[config.mk]
export PLATFORM = sky130hd
export DESIGN_NAME = float_divide
export DESIGN_NICKNAME = d
export VERILOG_FILES = /design/src/rtl/float_pkg.sv /design/src/rtl/fp_round_rne.sv /design/src/rtl/float_divide.sv
export SDC_FILE = /design/constraint.sdc
export NUM_CORES = 1
export LEC_CHECK = 0
export ABC_AREA = 1
export BUFFER_PORTS_ARGS = -buffer_cell sky130_fd_sc_hd__buf_4
export CAP_MARGIN = 20
export CORE_UTILIZATION = 40
export CTS_CLUSTER_SIZE = 8
export DETAILED_ROUTE_END_ITERATION = 10
export PLACE_DENSITY_LB_ADDON = 0.25
export SETUP_SLACK_MARGIN = 0.3
export SYNTH_ARGS = -nofsm -noshare
export SYNTH_HDL_FRONTEND = slang
export SYNTH_SLANG_ARGS = --single-unit
[constraint.sdc]
create_clock -name clk -period 3.4 [get_ports clk]
set_input_delay 0.17 -clock clk [delete_from_list [all_inputs] [get_ports clk]]
set_output_delay 0.17 -clock clk [all_outputs]
set_load 0.03 [all_outputs]
[src/rtl/float_pkg.sv]
// Shared definitions for the single-precision arithmetic datapath:
// field widths, special encodings, FSM states and operand classification.
package float_pkg;

    localparam int EXP_W = 8;
    localparam int MAN_W = 23;
    localparam int BIAS  = 127;
    localparam int ITER  = MAN_W + 3;

    localparam logic [31:0] QNAN    = 32'h7FC0_0000;
    localparam logic [31:0] POS_INF = 32'h7F80_0000;

    typedef enum logic [1:0] {
        ST_IDLE   = 2'd0,
        ST_UNPACK = 2'd1,
        ST_DIVIDE = 2'd2,
        ST_ROUND  = 2'd3
    } state_t;

    typedef enum logic [1:0] {
        CLS_ZERO = 2'd0,
        CLS_NORM = 2'd1,
        CLS_INF  = 2'd2,
        CLS_NAN  = 2'd3
    } fp_class_t;

    // Denormals classify as zero, so they are flushed everywhere downstream.
    function automatic fp_class_t classify(input logic [31:0] x);
        fp_class_t c;
        if (x[MAN_W+EXP_W-1:MAN_W] == {EXP_W{1'b0}}) begin
            c = CLS_ZERO;
        end else if (x[MAN_W+EXP_W-1:MAN_W] == {EXP_W{1'b1}}) begin
            if (x[MAN_W-1:0] == {MAN_W{1'b0}}) begin
                c = CLS_INF;
            end else begin
                c = CLS_NAN;
            end
        end else begin
            c = CLS_NORM;
        end
        return c;
    endfunction

endpackage

[src/rtl/fp_round_rne.sv]
// Combinational round-to-nearest-even and packing of a normalised quotient,
// saturating to signed infinity on overflow and to signed zero on underflow.
module fp_round_rne
    import float_pkg::*;
(
    input  logic        i_sign,
    input  logic [9:0]  i_exp,
    input  logic [23:0] i_man,
    input  logic        i_guard,
    input  logic        i_round,
    input  logic        i_sticky,
    output logic [31:0] o_result
);

    logic        w_up;
    logic [24:0] w_sum;
    logic [9:0]  w_exp;
    logic [22:0] w_man;

    assign w_up  = i_guard & (i_round | i_sticky | i_man[0]);
    assign w_sum = {1'b0, i_man} + {24'd0, w_up};

    // Apply the mantissa carry, then saturate the biased exponent.
    always_comb begin
        w_exp    = i_exp;
        w_man    = w_sum[22:0];
        o_result = 32'd0;
        if (w_sum[24]) begin
            w_exp = i_exp + 10'd1;
            w_man = 23'd0;
        end else begin
            w_exp = i_exp;
            w_man = w_sum[22:0];
        end
        if ($signed(w_exp) >= $signed(10'd255)) begin
            o_result = {i_sign, POS_INF[30:0]};
        end else if ($signed(w_exp) <= $signed(10'd0)) begin
            o_result = {i_sign, 31'd0};
        end else begin
            o_result = {i_sign, w_exp[7:0], w_man};
        end
    end

endmodule

[src/rtl/float_divide.sv]
// IEEE-754 single-precision divider: OUT = IN1 / IN2 using a restoring
// mantissa divider (one quotient bit per cycle) and RNE rounding.
module float_divide
    import float_pkg::*;
(
    input  logic        clk,
    input  logic        rst,
    input  logic        start,
    input  logic [31:0] IN1,
    input  logic [31:0] IN2,
    output logic [31:0] OUT,
    output logic        busy,
    output logic        done,
    output logic        dz,
    output logic        inv
);

    localparam logic [4:0] LAST_ITER = 5'(ITER - 1);

    state_t      r_state;
    state_t      w_state_nxt;

    logic [31:0] r_a;
    logic [31:0] r_b;
    logic        r_sign;
    logic [9:0]  r_exp;
    logic [23:0] r_mb;
    logic [24:0] r_rem;
    logic [25:0] r_q;
    logic [4:0]  r_cnt;
    logic        r_special;
    logic [31:0] r_spec_res;
    logic        r_spec_dz;
    logic        r_spec_inv;
    logic [31:0] r_out;
    logic        r_busy;
    logic        r_done;
    logic        r_dz;
    logic        r_inv;

    fp_class_t   w_cls_a;
    fp_class_t   w_cls_b;
    logic        w_sign;
    logic [23:0] w_ma;
    logic [23:0] w_mb;
    logic [9:0]  w_exp_raw;
    logic        w_shift;
    logic        w_is_special;
    logic [31:0] w_spec_res;
    logic        w_spec_dz;
    logic        w_spec_inv;
    logic [25:0] w_diff;
    logic        w_ge;
    logic [24:0] w_rem_sel;
    logic [31:0] w_rounded;

    assign w_cls_a   = classify(r_a);
    assign w_cls_b   = classify(r_b);
    assign w_sign    = r_a[31] ^ r_b[31];
    assign w_ma      = {1'b1, r_a[22:0]};
    assign w_mb      = {1'b1, r_b[22:0]};
    assign w_exp_raw = {2'b00, r_a[30:23]} - {2'b00, r_b[30:23]} + 10'(BIAS);
    assign w_shift   = (w_ma < w_mb);

    // Restoring step: subtract when the partial remainder covers the divisor.
    assign w_diff    = {1'b0, r_rem} - {2'b00, r_mb};
    assign w_ge      = ~w_diff[25];
    assign w_rem_sel = w_ge ? w_diff[24:0] : r_rem;

    // Special-operand results, decided once the operands are classified.
    always_comb begin
        w_is_special = 1'b1;
        w_spec_res   = QNAN;
        w_spec_dz    = 1'b0;
        w_spec_inv   = 1'b0;
        if ((w_cls_a == CLS_NAN) || (w_cls_b == CLS_NAN) ||
            ((w_cls_a == CLS_ZERO) && (w_cls_b == CLS_ZERO)) ||
            ((w_cls_a == CLS_INF) && (w_cls_b == CLS_INF))) begin
            w_spec_inv = 1'b1;
        end else if ((w_cls_a == CLS_NORM) && (w_cls_b == CLS_ZERO)) begin
            w_spec_res = {w_sign, POS_INF[30:0]};
            w_spec_dz  = 1'b1;
        end else if (w_cls_a == CLS_INF) begin
            w_spec_res = {w_sign, POS_INF[30:0]};
        end else if ((w_cls_b == CLS_INF) || (w_cls_a == CLS_ZERO)) begin
            w_spec_res = {w_sign, 31'd0};
        end else begin
            w_is_special = 1'b0;
        end
    end

    fp_round_rne u_round (
        .i_sign   (r_sign),
        .i_exp    (r_exp),
        .i_man    (r_q[25:2]),
        .i_guard  (r_q[1]),
        .i_round  (r_q[0]),
        .i_sticky (r_rem != 25'd0),
        .o_result (w_rounded)
    );

    // State register.
    always_ff @(posedge clk) begin
        if (rst) begin
            r_state <= ST_IDLE;
        end else begin
            r_state <= w_state_nxt;
        end
    end

    // Next-state logic.
    always_comb begin
        w_state_nxt = r_state;
        case (r_state)
            ST_IDLE: begin
                if (start) begin
                    w_state_nxt = ST_UNPACK;
                end else begin
                    w_state_nxt = ST_IDLE;
                end
            end
            ST_UNPACK: begin
                if (w_is_special) begin
                    w_state_nxt = ST_ROUND;
                end else begin
                    w_state_nxt = ST_DIVIDE;
                end
            end
            ST_DIVIDE: begin
                if (r_cnt == LAST_ITER) begin
                    w_state_nxt = ST_ROUND;
                end else begin
                    w_state_nxt = ST_DIVIDE;
                end
            end
            ST_ROUND: w_state_nxt = ST_IDLE;
            default:  w_state_nxt = ST_IDLE;
        endcase
    end

    // Operand capture, divide datapath and result registers.
    always_ff @(posedge clk) begin
        if (rst) begin
            r_a        <= 32'd0;
            r_b        <= 32'd0;
            r_sign     <= 1'b0;
            r_exp      <= 10'd0;
            r_mb       <= 24'd0;
            r_rem      <= 25'd0;
            r_q        <= 26'd0;
            r_cnt      <= 5'd0;
            r_special  <= 1'b0;
            r_spec_res <= 32'd0;
            r_spec_dz  <= 1'b0;
            r_spec_inv <= 1'b0;
            r_out      <= 32'd0;
            r_busy     <= 1'b0;
            r_done     <= 1'b0;
            r_dz       <= 1'b0;
            r_inv      <= 1'b0;
        end else begin
            r_done <= 1'b0;
            case (r_state)
                ST_IDLE: begin
                    if (start) begin
                        r_a    <= IN1;
                        r_b    <= IN2;
                        r_busy <= 1'b1;
                    end
                end
                ST_UNPACK: begin
                    r_special  <= w_is_special;
                    r_spec_res <= w_spec_res;
                    r_spec_dz  <= w_spec_dz;
                    r_spec_inv <= w_spec_inv;
                    r_sign     <= w_sign;
                    r_mb       <= w_mb;
                    r_q        <= 26'd0;
                    r_cnt      <= 5'd0;
                    // Pre-scale so the first quotient bit is always the integer 1.
                    if (w_shift) begin
                        r_exp <= w_exp_raw - 10'd1;
                        r_rem <= {w_ma, 1'b0};
                    end else begin
                        r_exp <= w_exp_raw;
                        r_rem <= {1'b0, w_ma};
                    end
                end
                ST_DIVIDE: begin
                    r_q   <= {r_q[24:0], w_ge};
                    r_rem <= w_rem_sel << 1;
                    r_cnt <= r_cnt + 5'd1;
                end
                ST_ROUND: begin
                    if (r_special) begin
                        r_out <= r_spec_res;
                        r_dz  <= r_spec_dz;
                        r_inv <= r_spec_inv;
                    end else begin
                        r_out <= w_rounded;
                        r_dz  <= 1'b0;
                        r_inv <= 1'b0;
                    end
                    r_done <= 1'b1;
                    r_busy <= 1'b0;
                end
                default: begin
                    r_done <= 1'b0;
                end
            endcase
        end
    end

    assign OUT  = r_out;
    assign busy = r_busy;
    assign done = r_done;
    assign dz   = r_dz;
    assign inv  = r_inv;

endmodule
==> flow_summary_export.csv <==
group,metric,value,unit
critical_path,path_depth,18,
timing,worst_pin_slew,822,ps
drt,drtIter0Drc,762,
critical_path,crit_start,"r_a[23]",
timing,fin_setup_tns,0,ps
timing,max_freq,0.365,GHz
critical_path,r2r_end,"r_exp[7]",
timing,final_hold_viol_count,0,
timing,finClkSkew,17.6,ps
drt,drc,0,
place,port_buffers,102,
power,leakage,6.23,nW
synthesis,ys_seq_area_share,33.4,%
finish,final.fill_count,2998,
clock_tree,numClockSinks,199,
place,dpl.cell_count,2181,
grt,grt_pass1_wl,51700,um
critical_path,r2r_start,"r_a[23]",
synthesis,ys_seq_elements,199,
clock_tree,root_buffer,"clkbuf_16",
power,cellPowerDensity,874,nW/um2
timing,min_period,2740,ps
finish,diodes,0,
drt,detail_route.vias_per_cell,5.06,
timing,whs,17.9,ps
clock_tree,cts_tree,"yes",
timing,setup_viol,0,
critical_path,regToRegSetupSlack,660,ps
grt,antenna_found_initial,0,
drt,drtAntennaViolNets,0,
place,dp_hpwl,22800,um
clock_tree,clock_latency,450,ps
synthesis,yosys.area.top_type_share,33.4,%
finish,syn2layout_area_growth,17.1,%
power,finalPower,12.2,mW
finish,regArea,3980,um2
drt,num_vias,11400,
synthesis,synth_nets,1889,
floorplan,rows,62,
floorplan,core_area,29000,um2
floorplan,start_util,41.1,%
place,place_ws,414,ps
synthesis,synth_area,11900,um2
synthesis,yosysTopAreaCell,"dfxtp_1",
worst_hold_path,min_to,"r_b[5]",
worst_hold_path,hold_depth,3,
critical_path,worst_ep_required_time,3750,ps
clock_tree,clk_pin_slew,80,ps
place,gp_congestion,0.911,
flow_run,maxCapViolations,0,
critical_path,critPathMaxStageDelay,480,ps
finish,drive_gt1_share,12.0,%
floorplan,die_area,30500,um2
critical_path,cp_common_cell,"inv_1",
floorplan,die_width,175,um
timing,rsz0062_at_grt,"false",
critical_path,path_class,"reg -> reg",
worst_hold_path,min_from,"IN2[5]",
timing,fin_crit_sh,80.6,%
grt,grt_pass1_vias,10400,
drt,post_drt_wl_per_cell,14.0,um
finish,finalNetCount,1985,
critical_path,crit_slowest_cell,"fa_1",
clock_tree,cts_setup_buffers,0,
clock_tree,cts_buffer_depth,2,
critical_path,reg2regPathDepth,18,
finish,fin_cells,2249,
synthesis,yosys_warnings,0,
critical_path,cp_cell_sequence,"inv_1 -> ha_1 -> inv_1 -> fa_1 -> inv_1 -> ha_1 -> inv_1 -> nor2_1 -> nor2_1 -> nand2_1 -> nor2_1 -> nand3_1 -> nor2_1 -> nand2_1 -> nand2_1 -> nand2_1 -> o21ai_0 -> inv_1",
critical_path,critPathCaptureType,"flop",
floorplan,dieHeight,175,um
worst_hold_path,hp-class,"in -> reg",
finish,multi_input_area,6730,um2
timing,drv_slew,0,
grt,grt_usage,20.9,%
critical_path,worstPathArrival,3090,ps
synthesis,avgSynthCellArea,6.79,um2
critical_path,crit_path_start_kind,"flop",
drt,dr.pass1.iters,7,
grt,grt_overflow,0,
timing,setup_ws,661,ps
drt,routed_wl,31400,um
clock_tree,cts_made_buffers,17,
outcome,run_status,"completed",
critical_path,cp.buffers_inverters,5,
power,vdd_drop_max,421,uV
synthesis,synthTopCellsByArea,"dfxtp_1 (33%), nand2_1 (12%), a21oi_1 (9.4%)",
timing,relSlewSlack,45.1,%
critical_path,cp_max_fo,3,
critical_path,crit_family,"simple AND/OR/NAND/NOR gates",
synthesis,synth_cell_types,44,
grt,grt_max_degree,91,
floorplan,ioPinCount,103,
synthesis,syn_inst,1756,
clock_tree,htree_levels,4,
==> power by group <==
part           total, mW  switching (mW)  internal [mW]  leakage (nW)
sequential          3.12           0.329           2.79          1.63
combinational       6.98            4.56           2.43          4.31
clock               2.11            1.04           1.06         0.294
total               12.2            5.93           6.28          6.23
==> worst max path at each step <==
stage	slack [ps]	endpoint
global placement	500	OUT[8]
CTS	380	OUT[9]
finish	660	r_exp[7]
floorplan	950	r_exp[7]
detailed placement	410	OUT[9]
global route	310	r_exp[9]
==> cells in the final DEF (no fill, tap or decap), drive strengths merged <==
master	Yosys	routed
a21boi	2	2
a21o	3	3
a21oi	243	243
a2bb2oi	1	1
a31oi	3	3
a41oi	2	2
and3	1	1
buf	17	120
bufinv	0	1
clkbuf	61	17
clkinv	2	6
clkinvlp	0	1
dfxtp	199	199
dlygate4sd3	0	35
fa	2	2
ha	64	64
inv	229	238
nand2	401	401
nand2b	1	1
nand3	117	117
nand3b	5	5
nand4	25	25
nor2	115	115
nor3	17	17
nor3b	2	2
nor4	14	14
o211ai	16	16
o21a	3	3
o21ai	158	158
o21bai	5	5
o31a	1	1
or2	3	3
xnor2	22	22
xor2	22	22
==> per-layer routing <==
metal | global-route usage [%] | wire length [um] | up-vias
li1 | - | - | 5955
met1 | 29.3 | 15700 | 5181
met2 | 33.5 | 14100 | 220
met3 | 2.92 | 1210 | 17
met4 | 5.40 | 346 | 0
met5 | 0 | 0 | -
==> metrics by stage <==
step           util [%]  area (um2)
2_1_floorplan         -       11900
3_3_place_gp       44.7       13000
3_5_place_dp       44.7       13000
4_1_cts            48.0       13900
5_1_grt            48.1       14000
6_report           48.1       14000
==> registers in the layout, indices dropped and copies added (netlist names) <==
| name | count |
|---|---|
| r_special | 1 |
| r_q | 26 |
| r_a | 32 |
| dz | 1 |
| OUT | 32 |
| r_state | 2 |
| r_rem | 25 |
| done | 1 |
| r_sign | 1 |
| r_spec_inv | 1 |
| r_spec_dz | 1 |
| r_b | 32 |
| r_exp | 10 |
| r_spec_res | 3 |
| r_cnt | 5 |
| r_mb | 24 |
| inv | 1 |
| busy | 1 |
==> worst reg2reg max path: stages, from the launching register on <==
cell and delay [ps]:
dfxtp_1 330, inv_1 80, ha_1 140, inv_1 70
fa_1 480, inv_1 60, ha_1 190, inv_1 60
nor2_1 60, nor2_1 200, nand2_1 80, nor2_1 160
nand3_1 100, nor2_1 200, nand2_1 120, nand2_1 70
nand2_1 40, o21ai_0 150, inv_1 50
==> cell usage after synthesis (all sizes together) <==
master	n
and3	1
nand2	401
a21oi	243
buf	17
nor4	14
nand2b	1
nand4	25
o21ai	158
nor2	115
clkbuf	61
inv	229
nor3b	2
xnor2	22
nand3b	5
nor3	17
o21bai	5
nand3	117
clkinv	2
ha	64
a21o	3
o211ai	16
a41oi	2
or2	3
a2bb2oi	1
dfxtp	199
a31oi	3
fa	2
a21boi	2
xor2	22
o21a	3
o31a	1
==> what timing repair did <==
item | CTS | global route
resized for setup | 0 | 2
endpoints found under the hold margin | 35 | 0
setup endpoints to repair | 0 | 32
hold buffers | 35 | 0
==> final cells by class <==
type / instances / share of cell area (%)
Tap cell: 384 / 3.44
Sequential cell: 199 / 28.5
Timing Repair Buffer: 155 / 9.28
Multi-Input combinational cell: 1248 / 48.2
Clock inverter: 15 / 1.28
Inverter: 231 / 6.21
Clock buffer: 17 / 3.05
==> kinds of logic after synthesis <==
group | after synthesis | share of synthesized area [%]
AND/OR/NAND/NOR | 701 | 26.3
XOR/XNOR | 44 | 3.23
flip-flops | 199 | 33.4
AO/OA/AOI/OAI | 437 | 19.8
adder cells (fa/ha/maj) | 66 | 7.05
buffers and inverters | 309 | 10.3
Power figures use the tool's default switching activity.
